File: config.mk
export PLATFORM = sky130hd
export DESIGN_NAME = fifo_wr
export DESIGN_NICKNAME = d
export VERILOG_FILES = /design/src/rtl/fifo_wr.sv
export SDC_FILE = /design/constraint.sdc
export NUM_CORES = 1
export LEC_CHECK = 0
export ABC_AREA = 1
export BUFFER_PORTS_ARGS = -buffer_cell sky130_fd_sc_hd__buf_2
export CORE_MARGIN = 5
export CORE_UTILIZATION = 53
export DETAILED_ROUTE_END_ITERATION = 8
export GPL_TIMING_DRIVEN = 0
export PLACE_DENSITY = 0.83
export SLEW_MARGIN = 40
export SYNTH_ARGS = -nofsm -noshare
export SYNTH_HDL_FRONTEND = slang
export SYNTH_SLANG_ARGS = --single-unit
File: constraint.sdc
create_clock -name w_clk -period 3.2 [get_ports w_clk]
set_input_delay 0.32 -clock w_clk [delete_from_list [all_inputs] [get_ports w_clk]]
set_output_delay 0.32 -clock w_clk [all_outputs]
set_load 0.01 [all_outputs]
File: src/rtl/fifo_wr.sv
// Write-side pointer/flag controller of the async FIFO (w_clk domain).
// Define FIFO_WR_ALMOST_FULL_EN to build the registered almost-full flag.
module fifo_wr #(
    parameter int DATA_WIDTH = 8,
    parameter int PTR_WIDTH  = 4,
    parameter int AF_THRESH  = 6
) (
    input  logic                 w_clk,
    input  logic                 w_rstn,
    input  logic                 w_inc,
    input  logic [PTR_WIDTH-1:0] sync_rd_ptr,
    input  logic                 w_ovf_clr,
    output logic                 w_full,
    output logic                 w_en,
    output logic [PTR_WIDTH-2:0] w_addr,
    output logic [PTR_WIDTH-1:0] gray_wr_ptr,
    output logic [PTR_WIDTH-1:0] w_level,
    output logic                 w_ovf,
    output logic                 w_afull
);

    localparam int DEPTH = 1 << (PTR_WIDTH - 1);

    if (PTR_WIDTH < 3) begin : g_bad_ptr_width
        $error("fifo_wr: PTR_WIDTH must be >= 3");
    end
    if (DATA_WIDTH < 1) begin : g_bad_data_width
        $error("fifo_wr: DATA_WIDTH must be >= 1");
    end
    if (AF_THRESH < 1 || AF_THRESH >= DEPTH) begin : g_bad_af_thresh
        $warning("fifo_wr: AF_THRESH outside 1..depth-1");
    end

    logic [PTR_WIDTH-1:0] w_ptr;
    logic [PTR_WIDTH-1:0] ptr_next;
    logic [PTR_WIDTH-1:0] rd_bin;
    logic [PTR_WIDTH-1:0] full_cmp;

    // Full when the Gray pointers differ only in their top two bits.
    assign full_cmp = {~sync_rd_ptr[PTR_WIDTH-1 -: 2], sync_rd_ptr[PTR_WIDTH-3:0]};
    assign w_full   = (gray_wr_ptr == full_cmp);
    assign w_en     = w_inc & ~w_full;
    assign w_addr   = w_ptr[PTR_WIDTH-2:0];
    assign ptr_next = w_ptr + PTR_WIDTH'(1);

    always_comb begin
        rd_bin = '0;
        for (int i = 0; i < PTR_WIDTH; i++) begin
            rd_bin[i] = ^(sync_rd_ptr >> i);
        end
    end

    assign w_level = w_ptr - rd_bin;

    always_ff @(posedge w_clk or negedge w_rstn) begin
        if (!w_rstn) begin
            w_ptr       <= '0;
            gray_wr_ptr <= '0;
        end else if (w_en) begin
            w_ptr       <= ptr_next;
            gray_wr_ptr <= ptr_next ^ (ptr_next >> 1);
        end
    end

    // A write attempt at full outranks a same-cycle clear.
    always_ff @(posedge w_clk or negedge w_rstn) begin
        if (!w_rstn) begin
            w_ovf <= 1'b0;
        end else if (w_inc & w_full) begin
            w_ovf <= 1'b1;
        end else if (w_ovf_clr) begin
            w_ovf <= 1'b0;
        end
    end

`ifdef FIFO_WR_ALMOST_FULL_EN
    logic [PTR_WIDTH-1:0] next_level;

    assign next_level = w_level + {{(PTR_WIDTH-1){1'b0}}, w_en};

    always_ff @(posedge w_clk or negedge w_rstn) begin
        if (!w_rstn) begin
            w_afull <= 1'b0;
        end else begin
            w_afull <= (next_level >= PTR_WIDTH'(AF_THRESH));
        end
    end
`else
    assign w_afull = 1'b0;
`endif

endmodule

==> results.sh <==
export IMPL_num_vias=737
export IMPL_ys_types=20
export IMPL_layout_common_cells="nand2_1, buf_2, inv_1"
export IMPL_wirelength_um=1680
export IMPL_setup_viol=0
export IMPL_syn_nets=119
export IMPL_chipHeight_um=46.9
export IMPL_max_freq_mhz=477
export IMPL_setup_slack_ns=1.10
export IMPL_cts_tree="done"
export IMPL_synth_compound_area_share_pct=2.25
export IMPL_final_common_cell="nand2_1"
export IMPL_postSynthAreaPerCell_sq_um=6.81
export IMPL_die_w_um=46.9
export IMPL_cts_buffers=3
export IMPL_power_frac_comb_pct=63.2
export IMPL_slew_viol_final=0
export IMPL_postCtsSetupRepairBufs=0
export IMPL_path_clk_slew_ns=0.05
export IMPL_cp_required_ns=2.88
export IMPL_place_ws_ns=1.10
export IMPL_portBuffers=20
export IMPL_grt_pass1_wl_um=2490
export IMPL_place_gp_congestion=0.825
export IMPL_synth_top_family_by_area="simple AND/OR/NAND/NOR gates"
export IMPL_htreeDepth=1
export IMPL_yosys_area_top_type="dfrtp_1"
export IMPL_hold_viol_final=0
export IMPL_area_growth_pct=21.0
export IMPL_ys_warn_count=0
export IMPL_drt_iter0_markers=38
export IMPL_clock_skew_ns=0.00876
export IMPL_seq_power_share_pct=26.7
export IMPL_synthCells=106
export IMPL_path_class="input port to output pin"
export IMPL_clkPwrFrac_pct=10.1
export IMPL_worst_r2r_path_depth=6
export IMPL_hold_path_class="input port to register"
export IMPL_finalPower_mw=0.787
export IMPL_die_area_sq_um=2200
export IMPL_p_sw_share_pct=49.1
export IMPL_synthTopCellsByArea="dfrtp_1, nand2_1, inv_1"
export IMPL_power_density_nw_per_um2=901
export IMPL_grt_util_all_layers_pct=16.6
export IMPL_ctsResizeCount=0
export IMPL_synthMuxAreaShare_pct=0
export IMPL_yosysSeqAreaShare_pct=27.7
export IMPL_nets=145
export IMPL_std_cell_rows=13
export IMPL_start_kind="input port"
export IMPL_status="completed"
export IMPL_start_util_pct=55.5
export IMPL_rsz0062_at_grt="false"
export IMPL_switching_power_mw=0.387
export IMPL_grt_max_degree=9
export IMPL_synth_top_area_share_pct=27.7
export IMPL_crit_path_max_fanout=4
export IMPL_clock_latency_ns=0.26
export IMPL_netlist_area_sq_um=722
export IMPL_placeableCoreArea_sq_um=1300
export IMPL_end_kind="output pin"
export IMPL_ant_nets=0
export IMPL_vias_per_cell=5.08
export IMPL_antenna_found_initial=0
export IMPL_internal_power_mw=0.401
export IMPL_holdPathStages=2
export IMPL_r2r_end="gray_wr_ptr[1]"
export IMPL_vdd_drop_max_v=0.000490
export IMPL_drt_pass1_iter_count=4
export IMPL_wl_per_cell_um=11.6
export IMPL_yosys_area_share_xor_xnor_pct=12.0
export IMPL_io_pins=23
export IMPL_num_antenna_cells=0
export IMPL_drive_above_1_share_pct=26.2
export IMPL_r2r_start="w_ptr[0]"
export IMPL_clock_sinks=8
export IMPL_hpwl_um=1260
export IMPL_whs_endpoint="w_ovf"
export IMPL_leakage_nw=0.547
export IMPL_cts_root_buf="clkbuf_4"
export IMPL_synthAdderAreaFrac_pct=9.71
export IMPL_grt_remaining_overflow=0
export IMPL_hp_start="w_ovf_clr"
export IMPL_grt_pass1_vias=584
export IMPL_ys_ff_latch=8
export IMPL_finalSetupTns_ns=0
export IMPL_synthSimpleGateAreaFrac_pct=36.4
export IMPL_drv_cap=0
export IMPL_period_minus_slack_ns=2.10
export IMPL_cp_data_arrival_time_ns=1.78
export IMPL_clockBufferDepth=2
export IMPL_n_fill_cell=121
export IMPL_r2r_setup_slack_ns=1.86
export IMPL_post_route_period_util_pct=65.5
export IMPL_route_detailed_drc=0
## synthesized netlist by cell type, drive strengths merged
master / instances
a21oi: 1
buf: 2
conb: 1
dfrtp: 8
fa: 1
ha: 4
inv: 18
nand2: 48
nand3: 8
nand4: 1
nor2: 3
o21ai: 1
o22ai: 1
xnor2: 6
xor2: 3
## state kept, by name (all words and copies together), names as in the netlist
register,count
gray_wr_ptr,3
w_ovf,1
w_ptr,4
## power by group through the flow
stage | clock network [mW] | logic [mW] | registers, mW
finish | 0.0795 | 0.497 | 0.210
floorplan | 0 | 0.334 | 0.217
detailed placement | 0 | 0.497 | 0.212
CTS | 0.0795 | 0.502 | 0.210
global placement | 0 | 0.479 | 0.209
global route | 0.0879 | 0.562 | 0.219
## cell families (layout without fill, tap and decap cells)
kind of cell / Yosys count / count (layout)
and+or+nand+nor: 60 / 60
buffers and inverters: 20 / 44
xor gates and xnor gates: 9 / 9
DFF: 8 / 8
adders and majority gates: 5 / 5
AOI/OAI and AO/OA: 3 / 3
other: 1 / 1
## worst max-delay path, cell delays in order
cell	delay [ns]
buf_2	0.14
xnor2_2	0.24
xnor2_1	0.15
inv_1	0.06
ha_1	0.21
fa_1	0.38
xnor2_1	0.13
buf_2	0.14
## worst max-delay path by stage
stage	start	to	slack, ns	cells past startpoint
finish	sync_rd_ptr[3]	w_level[2]	1.10	8
global route	sync_rd_ptr[3]	w_level[2]	0.99	8
CTS	sync_rd_ptr[3]	w_level[2]	1.09	8
detailed placement	sync_rd_ptr[3]	w_level[2]	1.10	8
global placement	sync_rd_ptr[3]	w_level[2]	1.13	8
floorplan	sync_rd_ptr[3]	w_level[2]	1.37	6
## final cells by class
cell class                      instances  area, sq um  area share, %
Buffer                                  2         15.0           1.72
Tap cell                               15         18.8           2.15
Timing Repair Buffer                   21          110           12.6
Clock buffer                            3         22.5           2.58
Inverter                               18         67.6           7.74
Multi-Input combinational cell         78          439           50.3
Sequential cell                         8          200           22.9
## metrics by stage
| step | hold slack [ns] | area (sq um) | std cells | util, % |
|---|---|---|---|---|
| detailed placement | 0.174 | 841 | 141 | 64.6 |
| finish | 0.323 | 873 | 145 | 67.1 |
| global route | 0.312 | 873 | 145 | 67.1 |
| global placement | 0.169 | 841 | 141 | 64.6 |
| floorplan | 0.0244 | 722 | 106 | - |
| CTS | 0.313 | 873 | 145 | 67.1 |
## routing by layer
layer | vias to the layer above | track usage, % | routed length [um]
met5 | - | 0 | 0
met4 | 0 | 13.3 | 81
li1 | 367 | - | -
met3 | 16 | 2.68 | 127
met2 | 32 | 27.4 | 826
met1 | 322 | 18.7 | 642
## timing repair
item | CTS | global route
hold buffers | 1 | 0
endpoints found under the setup margin | 0 | 0
hold endpoints to repair | 8 | 0
Power figures use the tool's default switching activity.
